==> config.mk <==
export PLATFORM = sky130hd
export DESIGN_NAME = mmc1_mapper
export DESIGN_NICKNAME = d
export VERILOG_FILES = /design/src/rtl/mmc1_mapper.sv
export SDC_FILE = /design/constraint.sdc
export NUM_CORES = 1
export LEC_CHECK = 0
export ABC_CLOCK_PERIOD_IN_PS = 4200
export BUFFER_PORTS_ARGS = -buffer_cell sky130_fd_sc_hd__clkbuf_2
export CORE_ASPECT_RATIO = 1.4
export CORE_MARGIN = 2
export CORE_UTILIZATION = 42
export DETAILED_ROUTE_END_ITERATION = 7
export GPL_ROUTABILITY_DRIVEN = 0
export PLACE_DENSITY = 0.85
export SLEW_MARGIN = 20
export SYNTH_ARGS = -nofsm -noshare
export SYNTH_HDL_FRONTEND = slang
export SYNTH_SLANG_ARGS = --single-unit
export TNS_END_PERCENT = 30
==> constraint.sdc <==
create_clock -name clk -period 4.2 [get_ports clk]
set_input_delay 0.42 -clock clk [delete_from_list [all_inputs] [get_ports clk]]
set_output_delay 0.42 -clock clk [all_outputs]
set_load 0.05 [all_outputs]
==> src/rtl/mmc1_mapper.sv <==
// MMC1 cartridge mapper: serial-loaded bank registers plus PRG/CHR address
// translation and nametable mirroring.
// Optional build macro: MMC1_WRITE_FILTER_EN adds a flag that remembers
// whether the previous enabled CPU cycle was a mapper write. A write on the
// cycle right after another is dropped, so the dummy write of a
// read-modify-write instruction does not shift a second bit.
module mmc1_mapper #(
  parameter int PRG_BANK_W = 4,
  parameter int CHR_BANK_W = 5
) (
  input  logic        clk,
  input  logic        reset,
  input  logic        ce,
  input  logic [31:0] flags,
  input  logic [15:0] prg_ain,
  output logic [21:0] prg_aout,
  input  logic        prg_read,
  input  logic        prg_write,
  input  logic [7:0]  prg_din,
  output logic        prg_allow,
  input  logic [13:0] chr_ain,
  output logic [21:0] chr_aout,
  output logic        chr_allow,
  output logic        vram_a10,
  output logic        vram_ce
);

  logic [4:0] r_shift;
  logic [4:0] r_control;
  logic [4:0] r_chr0;
  logic [4:0] r_chr1;
  logic [4:0] r_prg;

  logic       w_wr_qual;
  logic [4:0] w_shift_next;

`ifdef MMC1_WRITE_FILTER_EN
  logic r_last_wr;

  // Remember whether the last enabled cycle was a write into mapper space.
  always_ff @(posedge clk) begin
    if (reset) begin
      r_last_wr <= 1'b0;
    end else if (ce) begin
      r_last_wr <= prg_write && prg_ain[15];
    end
  end

  assign w_wr_qual = ce && prg_write && prg_ain[15] && !r_last_wr;
`else
  assign w_wr_qual = ce && prg_write && prg_ain[15];
`endif

  // Incoming bit enters at the top; the marker bit reaching bit 0 means
  // this write supplies the fifth bit.
  assign w_shift_next = {prg_din[0], r_shift[4:1]};

  // Serial register loading; reset wins over any write on the same edge.
  always_ff @(posedge clk) begin
    if (reset) begin
      r_shift   <= 5'b10000;
      r_control <= 5'h0C;
      r_chr0    <= 5'd0;
      r_chr1    <= 5'd0;
      r_prg     <= 5'd0;
    end else if (w_wr_qual) begin
      if (prg_din[7]) begin
        r_shift   <= 5'b10000;
        r_control <= r_control | 5'h0C;
      end else if (!r_shift[0]) begin
        r_shift <= w_shift_next;
      end else begin
        r_shift <= 5'b10000;
        case (prg_ain[14:13])
          2'd0:    r_control <= w_shift_next;
          2'd1:    r_chr0    <= w_shift_next;
          2'd2:    r_chr1    <= w_shift_next;
          default: r_prg     <= w_shift_next;
        endcase
      end
    end
  end

  logic [3:0]            w_prg_bank_full;
  logic [PRG_BANK_W-1:0] w_prg_bank;
  logic [21:0]           w_prg_rom_addr;
  logic                  w_prg_ram_sel;

  // PRG 16 KB bank selection by control[3:2] mode.
  always_comb begin
    w_prg_bank_full = 4'd0;
    case (r_control[3:2])
      2'd2:    w_prg_bank_full = prg_ain[14] ? r_prg[3:0] : 4'd0;
      2'd3:    w_prg_bank_full = prg_ain[14] ? 4'hF : r_prg[3:0];
      default: w_prg_bank_full = {r_prg[3:1], prg_ain[14]};
    endcase
  end

  assign w_prg_bank     = w_prg_bank_full[PRG_BANK_W-1:0];
  assign w_prg_rom_addr = 22'({w_prg_bank, prg_ain[13:0]});
  assign w_prg_ram_sel  = (prg_ain[15:13] == 3'b011);

  assign prg_aout = w_prg_ram_sel ? {9'b111100000, prg_ain[12:0]} : w_prg_rom_addr;

  // ROM is read-only; work RAM is gated by the enable bit prg[4] (active low).
  always_comb begin
    prg_allow = 1'b0;
    if (prg_ain[15]) begin
      prg_allow = !prg_write;
    end else if (w_prg_ram_sel) begin
      prg_allow = !r_prg[4] && (prg_read || prg_write);
    end
  end

  logic [4:0]            w_chr_bank_full;
  logic [CHR_BANK_W-1:0] w_chr_bank;

  // CHR: one 8 KB bank (pair of 4 KB) or two independent 4 KB banks.
  always_comb begin
    w_chr_bank_full = 5'd0;
    if (r_control[4]) begin
      w_chr_bank_full = chr_ain[12] ? r_chr1 : r_chr0;
    end else begin
      w_chr_bank_full = {r_chr0[4:1], chr_ain[12]};
    end
  end

  assign w_chr_bank = w_chr_bank_full[CHR_BANK_W-1:0];
  assign chr_aout   = {1'b1, 21'({w_chr_bank, chr_ain[11:0]})};
  assign chr_allow  = flags[15];

  // Nametable mirroring: single-screen low/high, vertical, horizontal.
  always_comb begin
    vram_a10 = 1'b0;
    case (r_control[1:0])
      2'd0:    vram_a10 = 1'b0;
      2'd1:    vram_a10 = 1'b1;
      2'd2:    vram_a10 = chr_ain[10];
      default: vram_a10 = chr_ain[11];
    endcase
  end

  assign vram_ce = chr_ain[13];

  // Inputs and bank bits intentionally not used by the address logic.
  logic w_unused;
  assign w_unused = &{1'b0, flags[31:16], flags[14:0], prg_din[6:1],
                      w_prg_bank_full, w_chr_bank_full};

endmodule

* Word level (Yosys, flattened, before mapping)
Index checks and enable logic that the tools add are counted.
Storage, ports and cells: bits in registers 25, bits in latches 0, bits in writable memories 0, ROM bits 0, bits of input ports 75, word-level logic and storage cells 45, memories 0
Operators by class: add/sub/neg operators 0, multiply operators 0, div/mod/pow operators 0, magnitude comparators 0, equal/unequal tests 7, shift-type cells 0, mux-type cells 14, bitwise operators 2, reductions and logical operators 16
Operator list (count):
- two-way mux 22 bit | 1
- two-way mux 4 bit | 5
- two-way mux 5 bit | 4
- AND reduction 4 bit | 4
- equality test 2 bit (second input constant) | 4
- one-hot mux 4 bit (2 select lines) | 1
- equality test 2 x 1 -> 1 bit (second input constant) | 2
- zero test 2 bit | 2
- nonzero test 2 bit | 2
- equality test 3 x 2 -> 1 bit (second input constant) | 1
- logical AND 1 bit | 3
- one-hot mux 1 bit (3 select lines) | 1
- AND reduction 3 bit | 1
- OR reduction 3 bit | 1
- zero test 1 bit | 2
- two-way mux 1 bit | 2
- NOT 1 bit | 2
- logical OR 1 bit | 1

* Longest topological paths before layout
depth after elaboration 4, gate-level depth with buffers 5, mapped depth without buffers 3

* Worst setup path before layout
Ideal clock, no wire load.
kind input-to-output, from input prg_ain[14], to output prg_aout[15], data arrival time 1496 ps, data required time 3780 ps, setup slack 2284 ps, cell stages on the path 4, cells stage by stage buf_6 -> and2_1 -> o21ai_0 -> a21oi_1
Between the ends: word-level cells in the longest chain between the ends 3
RTL lines:
- from (decl) | RTL line 15 | input logic [15:0] prg_ain,
- two-way mux 4 bit, on equally long branches | RTL line 94, 93
- one-hot mux 4 bit (2 select lines) | RTL line 92 | case (r_control[3:2])
- two-way mux 22 bit * | RTL line 103 | assign prg_aout = w_prg_ram_sel ? {9'b111100000, prg_ain[12:0]} : w_prg_rom_addr;
- to (decl) | RTL line 16 | output logic [21:0] prg_aout,
Mark *: on every way between the ends. The rest lies on a longest branch, timed or not.

* Worst setup path in the final report
from input prg_ain[14], to output prg_aout[19]
Between the ends: word-level cells in the longest chain between the ends 2
RTL lines:
- equality test 3 x 2 -> 1 bit | RTL line 101 | assign w_prg_ram_sel = (prg_ain[15:13] == 3'b011);
- two-way mux 22 bit | RTL line 103
No other way between the ends.

==> impl_metrics.prom <==
# TYPE chip_impl_metric gauge
chip_impl_metric{name="ir_drop",unit="uV"} 174
chip_impl_metric{name="min_path_cells",unit=""} 3
chip_impl_info{name="most_common_library_cell_in_the_layout_ignoring_fill_and_taps",value="sky130_fd_sc_hd__clkbuf_2"} 1
chip_impl_metric{name="synthesis.yosys.warnings",unit=""} 0
chip_impl_metric{name="numCtsBuffers",unit=""} 3
chip_impl_metric{name="placement.io_buffers",unit=""} 30
chip_impl_info{name="timing.rr.end",value="r_control[2]$_SDFFE_PP1P_"} 1
chip_impl_info{name="dominantRegCellSynth",value="sky130_fd_sc_hd__dfxtp_1"} 1
chip_impl_metric{name="drt_pre_antenna_iters",unit=""} 4
chip_impl_metric{name="antenna_found_initial",unit=""} 0
chip_impl_metric{name="final_antenna_net_count",unit=""} 0
chip_impl_info{name="worstHoldPathType",value="in -> reg"} 1
chip_impl_metric{name="hold_viol",unit=""} 0
chip_impl_info{name="maxUsedRoutingLayer",value="met4"} 1
chip_impl_metric{name="power.static_leakage",unit="nW"} 0.696
chip_impl_metric{name="placement_rows",unit=""} 25
chip_impl_metric{name="detailroute.via_count",unit=""} 1101
chip_impl_metric{name="hold_buffers",unit=""} 0
chip_impl_metric{name="synth-edff-count",unit=""} 0
chip_impl_metric{name="final_layout_size_suffix_gt1_share",unit="%"} 21.5
chip_impl_info{name="clock_tree_from_tritoncts",value="yes"} 1
chip_impl_metric{name="drtIter0Drc",unit=""} 26
chip_impl_info{name="hold_path_end",value="r_shift[4]$_SDFFE_PP1P_"} 1
chip_impl_metric{name="design.final.nets",unit=""} 248
chip_impl_info{name="cts_root_buf",value="sky130_fd_sc_hd__clkbuf_8"} 1
chip_impl_metric{name="net-switching-power",unit="uW"} 131
chip_impl_metric{name="cts_repair_resize_count",unit=""} 0
chip_impl_metric{name="vias_per_cell",unit=""} 5.19
chip_impl_metric{name="postLayoutCoreUtil",unit="%"} 42.8
chip_impl_info{name="worst_setup_path_end_kind",value="output port"} 1
chip_impl_metric{name="met2_length",unit="microns"} 1440
chip_impl_metric{name="groute.usage.overall",unit="%"} 15.1
chip_impl_metric{name="grt_pass1_vias",unit=""} 1034
chip_impl_info{name="most-common-layout-cells",value="sky130_fd_sc_hd__clkbuf_2 (30), sky130_fd_sc_hd__dfxtp_1 (25), sky130_fd_sc_hd__nand2b_1 (24), sky130_fd_sc_hd__mux2i_1 (18), sky130_fd_sc_hd__nand2_1 (11)"} 1
chip_impl_metric{name="power_frac_comb",unit="%"} 15.7
chip_impl_metric{name="worst-path-max-fanout",unit=""} 10
chip_impl_info{name="synth_top_cells_by_area",value="sky130_fd_sc_hd__dfxtp_1 (33%), sky130_fd_sc_hd__buf_4 (18%), sky130_fd_sc_hd__mux2i_1 (12%)"} 1
chip_impl_metric{name="preCtsSetupSlack",unit="ns"} 2.33
chip_impl_metric{name="cts.path.max_buffers",unit=""} 2
chip_impl_metric{name="synth_async_sr_flop_share",unit="%"} 0
chip_impl_metric{name="cts-htree-levels",unit=""} 1
chip_impl_metric{name="achievable-frequency",unit="GHz"} 0.537
chip_impl_metric{name="final.setup_skew",unit="ns"} 0.00396
chip_impl_metric{name="synth_sequential_area_ratio",unit="%"} 32.8
chip_impl_metric{name="arrival_time_at_the_worst_endpoint",unit="ns"} 1.44
chip_impl_metric{name="grt_first_pass_wirelength",unit="microns"} 4580
chip_impl_metric{name="grt_start_max_net_pins",unit=""} 35
chip_impl_metric{name="fin_ws",unit="ns"} 2.34
chip_impl_metric{name="reg2reg_depth",unit=""} 3
chip_impl_metric{name="die_h",unit="microns"} 75.3
chip_impl_metric{name="worst_hold_slack",unit="ns"} 0.411
chip_impl_metric{name="relSlewSlack",unit="%"} 66.7
chip_impl_metric{name="synth.avg_cell_area",unit="sq um"} 8.57
chip_impl_info{name="timing.critical_path.from_type",value="input pin"} 1
chip_impl_metric{name="synth_top_cell_area_share",unit="%"} 32.8
chip_impl_metric{name="power_per_cell_area",unit="nW/um^2"} 307
chip_impl_metric{name="final-setup-viol-count",unit=""} 0
chip_impl_metric{name="worst_skew_pair.late_latency",unit="ns"} 0.27
chip_impl_metric{name="area_delta_synth_final",unit="%"} -3.45
chip_impl_metric{name="num_antenna_cells",unit=""} 0
chip_impl_metric{name="path_clk_slew",unit="ns"} 0.09
chip_impl_info{name="run_status",value="finished clean"} 1
chip_impl_metric{name="syn_area",unit="sq um"} 1530
chip_impl_metric{name="wl_met1",unit="microns"} 1130
chip_impl_metric{name="core-area",unit="sq um"} 3440
chip_impl_metric{name="remaining_drc_errors",unit=""} 0
chip_impl_metric{name="ff2ff_setup_slack",unit="ns"} 2.50
chip_impl_metric{name="part_of_the_power_in_the_clock_network",unit="%"} 31.8
chip_impl_info{name="timing.hold.worst.start",value="prg_din[0]"} 1
chip_impl_metric{name="ys_ff_latch",unit=""} 25
chip_impl_metric{name="detailed_place_hpwl",unit="microns"} 2080
chip_impl_metric{name="ios",unit=""} 123
chip_impl_metric{name="cts.sink_count",unit=""} 25
chip_impl_metric{name="met3_wire_length",unit="microns"} 151
chip_impl_metric{name="worstMarginPinSlew",unit="ns"} 0.497
chip_impl_metric{name="die_area",unit="sq um"} 4140
chip_impl_info{name="rsz0062_at_grt",value="no"} 1
chip_impl_metric{name="postSynthCellCount",unit=""} 178
chip_impl_metric{name="start_util",unit="%"} 44.3
chip_impl_metric{name="switching_share",unit="%"} 28.9
chip_impl_metric{name="die_w",unit="microns"} 54.9
chip_impl_info{name="reg2reg_from",value="r_shift[0]$_SDFFE_PP0P_"} 1
chip_impl_metric{name="drt-wirelength-per-cell",unit="microns"} 13.2
chip_impl_metric{name="power.share.sequential",unit="%"} 52.5
chip_impl_metric{name="post_cts_buffers",unit=""} 0
chip_impl_metric{name="slew_violations",unit=""} 0
chip_impl_metric{name="synth_unique_cells",unit=""} 32
chip_impl_metric{name="data_required_time_at_the_worst_endpoint",unit="ns"} 3.78
chip_impl_metric{name="layout_worst_path_cycle_share",unit="%"} 44.4
chip_impl_info{name="post-synth-top-area-cell",value="sky130_fd_sc_hd__dfxtp_1"} 1
chip_impl_metric{name="grt-ovfl-total",unit=""} 0
chip_impl_metric{name="wirelength_routed",unit="microns"} 2810
chip_impl_metric{name="p_int",unit="uW"} 322
chip_impl_info{name="path_class",value="in -> out"} 1
chip_impl_metric{name="period_minus_slack",unit="ns"} 1.86
chip_impl_metric{name="count_of_maximum_capacitance_violations",unit=""} 0
chip_impl_metric{name="final.setup.tns",unit="ns"} 0
[kinds of logic after synthesis]
| kind of cell | count (synthesis) | share of synthesized area, % |
|---|---|---|
| flops | 25 | 32.8 |
| buf+inv | 45 | 20.8 |
| mux | 22 | 14.8 |
| other cells | 2 | 0.492 |
| compound gates | 22 | 8.61 |
| simple gates | 62 | 22.6 |
[power by group through the flow]
| stage | logic [mW] | clock network (mW) | registers [mW] |
|---|---|---|---|
| 6_report | 0.0709 | 0.144 | 0.238 |
| 4_1_cts | 0.0712 | 0.144 | 0.238 |
| 3_5_place_dp | 0.0710 | 0 | 0.243 |
| 3_3_place_gp | 0.0706 | 0 | 0.243 |
| 2_1_floorplan | 0.125 | 0 | 0.243 |
| 5_1_grt | 0.0759 | 0.156 | 0.238 |
[critical path: stages]
cell                       delay [ns]
sky130_fd_sc_hd__clkbuf_2        0.17
sky130_fd_sc_hd__nand2_1         0.09
sky130_fd_sc_hd__nor2_1          0.40
sky130_fd_sc_hd__clkbuf_2        0.37
[cell usage after synthesis (3+ instances only)]
cell / instances
sky130_fd_sc_hd__buf_4: 37
sky130_fd_sc_hd__dfxtp_1: 25
sky130_fd_sc_hd__nand2b_1: 24
sky130_fd_sc_hd__mux2i_1: 18
sky130_fd_sc_hd__nand2_1: 11
sky130_fd_sc_hd__a21oi_1: 10
sky130_fd_sc_hd__nor2_1: 8
sky130_fd_sc_hd__nand3_1: 5
sky130_fd_sc_hd__clkbuf_1: 4
sky130_fd_sc_hd__mux2_2: 4
sky130_fd_sc_hd__o21ai_0: 4
sky130_fd_sc_hd__nor3_1: 3
[metrics by stage]
| step | cells | power, mW | area [sq um] |
|---|---|---|---|
| after global placement | 208 | 0.314 | 1430 |
| after floorplan | 181 | 0.369 | 1540 |
| after detailed placement | 208 | 0.315 | 1430 |
| final | 212 | 0.453 | 1470 |
| after CTS | 212 | 0.453 | 1470 |
| after global routing | 212 | 0.470 | 1470 |
[worst max-delay path by stage]
stage | start | to | cells past startpoint
global route | prg_ain[14] | prg_aout[14] | 5
global placement | prg_ain[14] | r_control[2]$_SDFFE_PP1P_ | 4
floorplan | prg_ain[14] | prg_aout[15] | 4
detailed placement | prg_ain[14] | prg_aout[19] | 4
CTS | prg_ain[14] | prg_aout[19] | 4
finish | prg_ain[14] | prg_aout[19] | 4
[flip-flops by register name (all words and copies together), names as in the netlist]
| signal | count |
|---|---|
| r_shift | 5 |
| r_control | 5 |
| r_prg | 5 |
| r_chr1 | 5 |
| r_chr0 | 5 |
[routing by layer]
| metal | global-route usage, % | vias to the layer above |
|---|---|---|
| met3 | 2.55 | 12 |
| met1 | 17.2 | 507 |
| li1 | - | 551 |
| met5 | 0 | - |
| met4 | 8.40 | 0 |
| met2 | 25.9 | 31 |
[layout make-up]
type,instances,area [sq um]
clock buffers,4,45.0
fillers,365,1970
inverters,2,7.51
multi-input cells,111,719
flip-flops and latches,25,500
well taps,40,50.0
repair buffers,30,150
Note: power is estimated with default switching activity, not from simulation.
